<file path="config.mk">
export PLATFORM = sky130hd
export DESIGN_NAME = event_scheduler
export DESIGN_NICKNAME = d
export VERILOG_FILES = /design/src/rtl/event_scheduler.sv
export SDC_FILE = /design/constraint.sdc
export NUM_CORES = 1
export LEC_CHECK = 0
export CORE_MARGIN = 8
export CORE_UTILIZATION = 32
export CTS_CLUSTER_SIZE = 8
export DETAILED_ROUTE_END_ITERATION = 10
export PLACE_DENSITY = 0.6
export REMOVE_ABC_BUFFERS = 1
export SKIP_LAST_GASP = 1
export SYNTH_ARGS = -nofsm -noshare
export SYNTH_HDL_FRONTEND = slang
export SYNTH_SLANG_ARGS = --single-unit
</file>
<file path="constraint.sdc">
create_clock -name clock -period 2.18 [get_ports clock]
set_clock_uncertainty 0.15 [all_clocks]
set_input_delay 0.327 -clock clock [delete_from_list [all_inputs] [get_ports clock]]
set_output_delay 0.327 -clock clock [all_outputs]
set_load 0.02 [all_outputs]
</file>
<file path="src/rtl/event_scheduler.sv">
// Round-robin event scheduler between the sensor and recurrent spike FIFOs.
// Issues one held event at a time to the neuron controller and closes timesteps.
module event_scheduler #(
  parameter int ADDR_W = 4,
  parameter int CNT_W  = 8
) (
  input  logic              clock,
  input  logic              reset_n,
  input  logic              sens_empty,
  output logic              sens_ren,
  input  logic [ADDR_W-1:0] sens_addr,
  input  logic              rec_empty,
  output logic              rec_ren,
  input  logic [ADDR_W-1:0] rec_addr,
  input  logic              rec_enable,
  output logic              event_received,
  output logic [ADDR_W-1:0] event_addr,
  output logic              event_src,
  input  logic              event_done,
  input  logic              ts_tick,
  output logic              ts_sync,
  output logic [CNT_W-1:0]  ts_events,
  output logic              ts_overrun,
  output logic              busy
);

  typedef enum logic [2:0] {
    IDLE,
    RD,
    CAP,
    ISSUE,
    SYNC
  } state_t;

  state_t             r_state;
  state_t             w_next;
  logic               r_last;
  logic               r_src;
  logic               r_pend;
  logic               r_ovr;
  logic [ADDR_W-1:0]  r_addr;
  logic               r_esrc;
  logic [CNT_W-1:0]   r_cnt;
  logic [CNT_W-1:0]   r_ts_events;
  logic               w_sens_ok;
  logic               w_rec_ok;
  logic               w_grant;
  logic               w_gsrc;
  logic               w_take;

  assign w_sens_ok = !sens_empty;
  assign w_rec_ok  = !rec_empty && rec_enable;

  // Tie goes to the source that did not win last time
  always_comb begin
    w_grant = 1'b0;
    w_gsrc  = r_src;
    unique case (1'b1)
      (w_sens_ok && w_rec_ok): begin
        w_grant = 1'b1;
        w_gsrc  = ~r_last;
      end
      (w_sens_ok && !w_rec_ok): begin
        w_grant = 1'b1;
        w_gsrc  = 1'b0;
      end
      (!w_sens_ok && w_rec_ok): begin
        w_grant = 1'b1;
        w_gsrc  = 1'b1;
      end
      default: ;
    endcase
  end

  assign w_take = (r_state == IDLE) && !r_pend && w_grant;

  always_comb begin
    w_next = r_state;
    unique case (r_state)
      IDLE: begin
        if (r_pend)
          w_next = SYNC;
        else if (w_grant)
          w_next = RD;
      end
      RD:    w_next = CAP;
      CAP:   w_next = ISSUE;
      ISSUE: begin
        if (event_done)
          w_next = IDLE;
      end
      SYNC:  w_next = IDLE;
      default: w_next = IDLE;
    endcase
  end

  always_ff @(posedge clock or negedge reset_n) begin
    if (!reset_n) begin
      r_state     <= IDLE;
      r_last      <= 1'b1;
      r_src       <= 1'b0;
      r_pend      <= 1'b0;
      r_ovr       <= 1'b0;
      r_addr      <= '0;
      r_esrc      <= 1'b0;
      r_cnt       <= '0;
      r_ts_events <= '0;
    end else begin
      r_state <= w_next;
      if (w_take) begin
        r_last <= w_gsrc;
        r_src  <= w_gsrc;
      end
      if (r_state == CAP) begin
        r_addr <= r_src ? rec_addr : sens_addr;
        r_esrc <= r_src;
      end
      if (r_state == ISSUE && event_done && r_cnt != '1)
        r_cnt <= r_cnt + 1'b1;
      else if (r_state == SYNC)
        r_cnt <= '0;
      if (r_state == IDLE && r_pend)
        r_ts_events <= r_cnt;
      // A tick landing in SYNC opens the next boundary
      if (ts_tick)
        r_pend <= 1'b1;
      else if (r_state == SYNC)
        r_pend <= 1'b0;
      r_ovr <= ts_tick && r_pend && (r_state != SYNC);
    end
  end

  assign sens_ren       = (r_state == RD) && !r_src;
  assign rec_ren        = (r_state == RD) && r_src;
  assign event_received = (r_state == ISSUE);
  assign event_addr     = r_addr;
  assign event_src      = r_esrc;
  assign ts_sync        = (r_state == SYNC);
  assign ts_events      = r_ts_events;
  assign ts_overrun     = r_ovr;
  assign busy           = (r_state != IDLE);

endmodule

</file>
Word-level counts from Yosys, hierarchy flattened
Index checks and enable logic that the tools add are counted.

cells by class
  muxes and demuxes = 11
  eq/ne operators = 8
  bitwise operators = 1
  reductions and logical operators = 24
  add/sub/neg operators = 1

operators with widths
  cell                                                    count
  two-way mux 8 bit                                       2
  logical AND 1 bit                                       13
  case mux 3 bit (4 select lines)                         1
  two-way mux 3 bit                                       3
  adder 8 x 1 -> 8 bit (second input constant)            1
  inequality test 8 bit (second input constant)           1
  == test 3 x 2 -> 1 bit (second input constant)          2
  inequality test 3 bit (second input constant)           2
  zero test 1 bit                                         5
  two-way mux 4 bit                                       1
  nonzero test 2 bit                                      2
  == test 3 x 1 -> 1 bit (second input constant)          1
  == test 3 bit (second input constant)                   1
  zero test 3 bit                                         1
  two-way mux 1 bit                                       3
  case mux 1 bit (3 select lines)                         1
  nonzero test 3 bit                                      1
  OR reduction 3 bit                                      1
  inequality test 2 x 1 -> 1 bit (second input constant)  1
  AND reduction 2 bit                                     1
  inverter 1 bit                                          1

storage, ports and cells
  word-level logic and storage cells = 54
  output and inout bits = 19
  input port bits = 15
  register bits after elaboration = 28

Longest topological paths before layout
Gate-level depths: netlist of the first run.

  depth after elaboration = 9
  mapped depth = 7
  mapped depth without buffers = 5

Least setup slack after synthesis of the first run
No wires, ideal clock.

  path type = reg2out
  start point = reg r_src
  end point = out rec_ren
  path buffers = 1
  data arrival time = 1.350 ns
  stages on the path, launching flop included = 3
  path slack = 0.353 ns
  required time = 1.703 ns
  cell sequence = dfrtp_1 > clkbuf_1 > nor4bb_1

between the ends
  cells in the longest elaborated chain, start to end = 1

RTL lines
  item                    line  source
  from (decl)             38    logic r_src;
  from (signal assigned)  112   r_src <= w_gsrc;
  logical AND 1 bit       134   assign rec_ren = (r_state == RD) && r_src;
  to (decl)               13    output logic rec_ren,

Every way passes these cells.

Worst setup path after layout of the first run
  start point = reg r_state[0]
  end point = out ts_sync

between the ends
  cells in the longest elaborated chain, start to end = 1

RTL lines
  item                    line  source
  from (decl)             35    state_t r_state;
  from (signal assigned)  109   r_state <= w_next;
  == test 3 bit           138   assign ts_sync = (r_state == SYNC);
  to (decl)               21    output logic ts_sync,

Every way passes these cells.

==> results.sh, run 1 <==
export IMPL_grt_overflow_total=0
export IMPL_vias=1075
export IMPL_path_cells="or3b_2 -> inv_1 -> dlygate4sd2_1"
export IMPL_vias_per_cell=5.071
export IMPL_ioPinCount=34
export IMPL_clkLatencyLatePin_ps=280
export IMPL_tritoncts="done"
export IMPL_grt_pass1_vias=1120
export IMPL_syn_area_um2=1343
export IMPL_min_path_type="primary input to async pin"
export IMPL_critPathSlowestCell="or3b_2"
export IMPL_rr_endpoint="ts_events[0]"
export IMPL_place_congestion=0.7880
export IMPL_die_height_um=80.77
export IMPL_dp_cells=208
export IMPL_ys_types=39
export IMPL_drt_iter0_markers=32
export IMPL_final_nets=179
export IMPL_ys_flop_type="dfrtp_1"
export IMPL_crit_type="register to output port"
export IMPL_syn_instance_count=122
export IMPL_path_max_fanout=2
export IMPL_synth_xor_area_share_pct=0
export IMPL_cp_end_kind="output port"
export IMPL_clkTransAtPathRegs_ps=100
export IMPL_clock_path_buffers=2
export IMPL_row_count=23
export IMPL_hold_violations=0
export IMPL_fin_area_um2=1831
export IMPL_initial_core_util_pct=33.32
export IMPL_power_density_nw_per_um2=1116
export IMPL_relSlewSlack_pct=65.96
export IMPL_final_cells=212
export IMPL_drv_slew=0
export IMPL_synth_seq_area_share_pct=52.28
export IMPL_worst_slack_ps=140.2
export IMPL_htreeDepth=1
export IMPL_maxCapViolations=0
export IMPL_worstRegToRegCells=5
export IMPL_cts_root_buf="clkbuf_8"
export IMPL_synth_compound_area_share_pct=14.26
export IMPL_grt_pass1_wl_mm=5.285
export IMPL_cp_slowest_stage_delay_ps=470
export IMPL_critPathLaunchType="register"
export IMPL_place_area_um2=1762
export IMPL_core_um2=4029
export IMPL_drt_first_pass_iters=4
export IMPL_yosys_warnings=0
export IMPL_post_route_drc_count=0
export IMPL_finalWirelength_mm=3.225
export IMPL_post_route_period_util_pct=93.57
export IMPL_syn_avg_cell_area_um2=11.00
export IMPL_dp_final_hpwl_mm=2.420
export IMPL_syn_to_final_growth_pct=36.35
export IMPL_busiest_layer="met2"
export IMPL_grt_use_met1_pct=11.89
export IMPL_timing_setup_tns_ps=0
export IMPL_dp_slack_ps=164.7
export IMPL_crit_arrival_ps=1560
export IMPL_synth_seq_cells=28
export IMPL_io_buffers=33
export IMPL_status="finished, final reports clean"
export IMPL_fin_crit_ps=2040
export IMPL_fmax_ghz=0.4903
export IMPL_yosys_area_share_simple_pct=17.80
export IMPL_synth_edf_count=0
export IMPL_synth_top_family_by_area="simple AND/OR/NAND/NOR gates"
export IMPL_synthMuxAreaShare_pct=10.53
export IMPL_synth_fa_ha_area_share_pct=0.9320
export IMPL_holdWs_ps=278.7
export IMPL_antenna_found_initial=0
export IMPL_grt_max_degree=29
export IMPL_clock_sinks=28
export IMPL_peakVddDrop_mv=0.3937
export IMPL_die_w_um=80.77
export IMPL_worstMarginPinSlew_ps=507.2
export IMPL_setup_viol=0
export IMPL_r2r_start="r_state[2]"
export IMPL_ant_nets=0
export IMPL_r2r_setup_slack_ps=220
export IMPL_diodes=0
export IMPL_required_ps=1700
export IMPL_die_area_um2=6524
export IMPL_grt_usage_pct=10.12
export IMPL_wl_per_cell_um=15.21
export IMPL_grt_met2_usage_pct=16.52
export IMPL_grt_setup_unrepaired="no"
export IMPL_async_flop_share_pct=100.0
export IMPL_leakage_nw=0.8264
export IMPL_grtUsageMet3_pct=3.753
export IMPL_cts_made_buffers=3
export IMPL_layout_drive_gt1_share_pct=16.67
## Yosys cell counts (3+ instances only)
cell type	instances	area, um^2
a21oi_1	9	45.04
a31oi_1	3	18.77
buf_2	3	15.01
dfrtp_1	27	675.7
inv_1	4	15.01
mux2_2	9	101.4
mux2i_1	4	40.04
nand2_1	5	18.77
nand3_1	9	45.04
nor2_1	5	18.77
o21a_1	3	22.52
o21ai_0	6	30.03
o21ai_1	4	20.02
## kinds of logic after synthesis
family	after synthesis
AO/OA/AOI/OAI	32
adder cells (fa/ha/maj)	1
buffers and inverters	10
flip-flops	28
multiplexers	13
AND/OR/NAND/NOR	38
## worst max-delay path by stage
stage | from | end | depth (start not counted)
floorplan | r_state[2] | ts_events[0] | 3
global placement | r_state[0] | ts_sync | 3
detailed placement | r_state[0] | ts_sync | 3
CTS | r_state[2] | event_received | 3
global route | r_state[0] | ts_sync | 3
finish | r_state[0] | ts_sync | 3
## cells in the final DEF (no fill, tap or decap), types with 2 or more instances in the layout
| cell | count |
|---|---|
| nor2_1 | 5 |
| a21oi_1 | 9 |
| o211ai_1 | 2 |
| dlygate4sd2_1 | 4 |
| clkbuf_8 | 3 |
| o21a_1 | 3 |
| and3_1 | 2 |
| mux2i_1 | 4 |
| o21ai_1 | 4 |
| nand4_1 | 2 |
| dfrtp_1 | 27 |
| buf_4 | 9 |
| nand2_1 | 5 |
| nand2b_1 | 2 |
| a31oi_1 | 3 |
| mux2_2 | 9 |
| inv_1 | 4 |
| clkdlybuf4s50_1 | 28 |
| nand3_1 | 9 |
| o21ai_0 | 6 |
## registers in the layout, summed over array words and instances (netlist names)
register	count
r_cnt	8
r_state	3
ts_overrun	1
r_src	1
ts_events	8
event_addr	4
r_last	1
event_src	1
r_pend	1
## power by group
| part | total (mW) | switching, mW | internal [mW] |
|---|---|---|---|
| sequential | 0.728 | 0.0784 | 0.650 |
| combinational | 0.904 | 0.467 | 0.436 |
| clock | 0.411 | 0.165 | 0.246 |
| total | 2.04 | 0.711 | 1.33 |
## layout make-up
type | count | area, um^2
fill | 395 | 2198
sequential | 28 | 701.9
multi-input combinational | 84 | 584.3
timing repair buffer | 42 | 395.4
tap | 50 | 62.56
clock buffer | 3 | 41.29
clock inverter | 1 | 30.03
inverter | 4 | 15.01
## critical path: cells and delay by family (launching register included)
kind          cells  cell delay [ps]
buf+inv           2              430
simple gates      1              470
flops             1              380
## routing by layer
layer | wire (um) | up-vias
li1 | - | 527
met1 | 1373 | 509
met2 | 1489 | 34
met3 | 317 | 5
met4 | 45 | 0
met5 | 0 | -
## metrics by stage
stage | power, mW | utilization [%]
global route | 2.176 | 45.43
CTS | 2.069 | 45.37
floorplan | 1.238 | -
detailed placement | 1.676 | 43.73
global placement | 1.652 | 43.73
finish | 2.043 | 45.43
## what timing repair did
action                     CTS  global route
setup buffers                0             0
gates resized for setup      4             1
pin swaps                    0             0
hold buffers                 0             0
setup endpoints to repair    4             1
Note: power is estimated with default switching activity, not from simulation.
==> run 2, diff against run 1 <==
- SLEW_MARGIN: default -> 20
==> results of run 2 <==
Same layout as run 1: the final DEF is identical, and so are final timing and power.
==> run 3, diff against run 2 <==
- CTS_CLUSTER_SIZE: 8 -> 20
==> results of run 3 <==
Same layout as run 1: the final DEF is identical, and so are final timing and power.
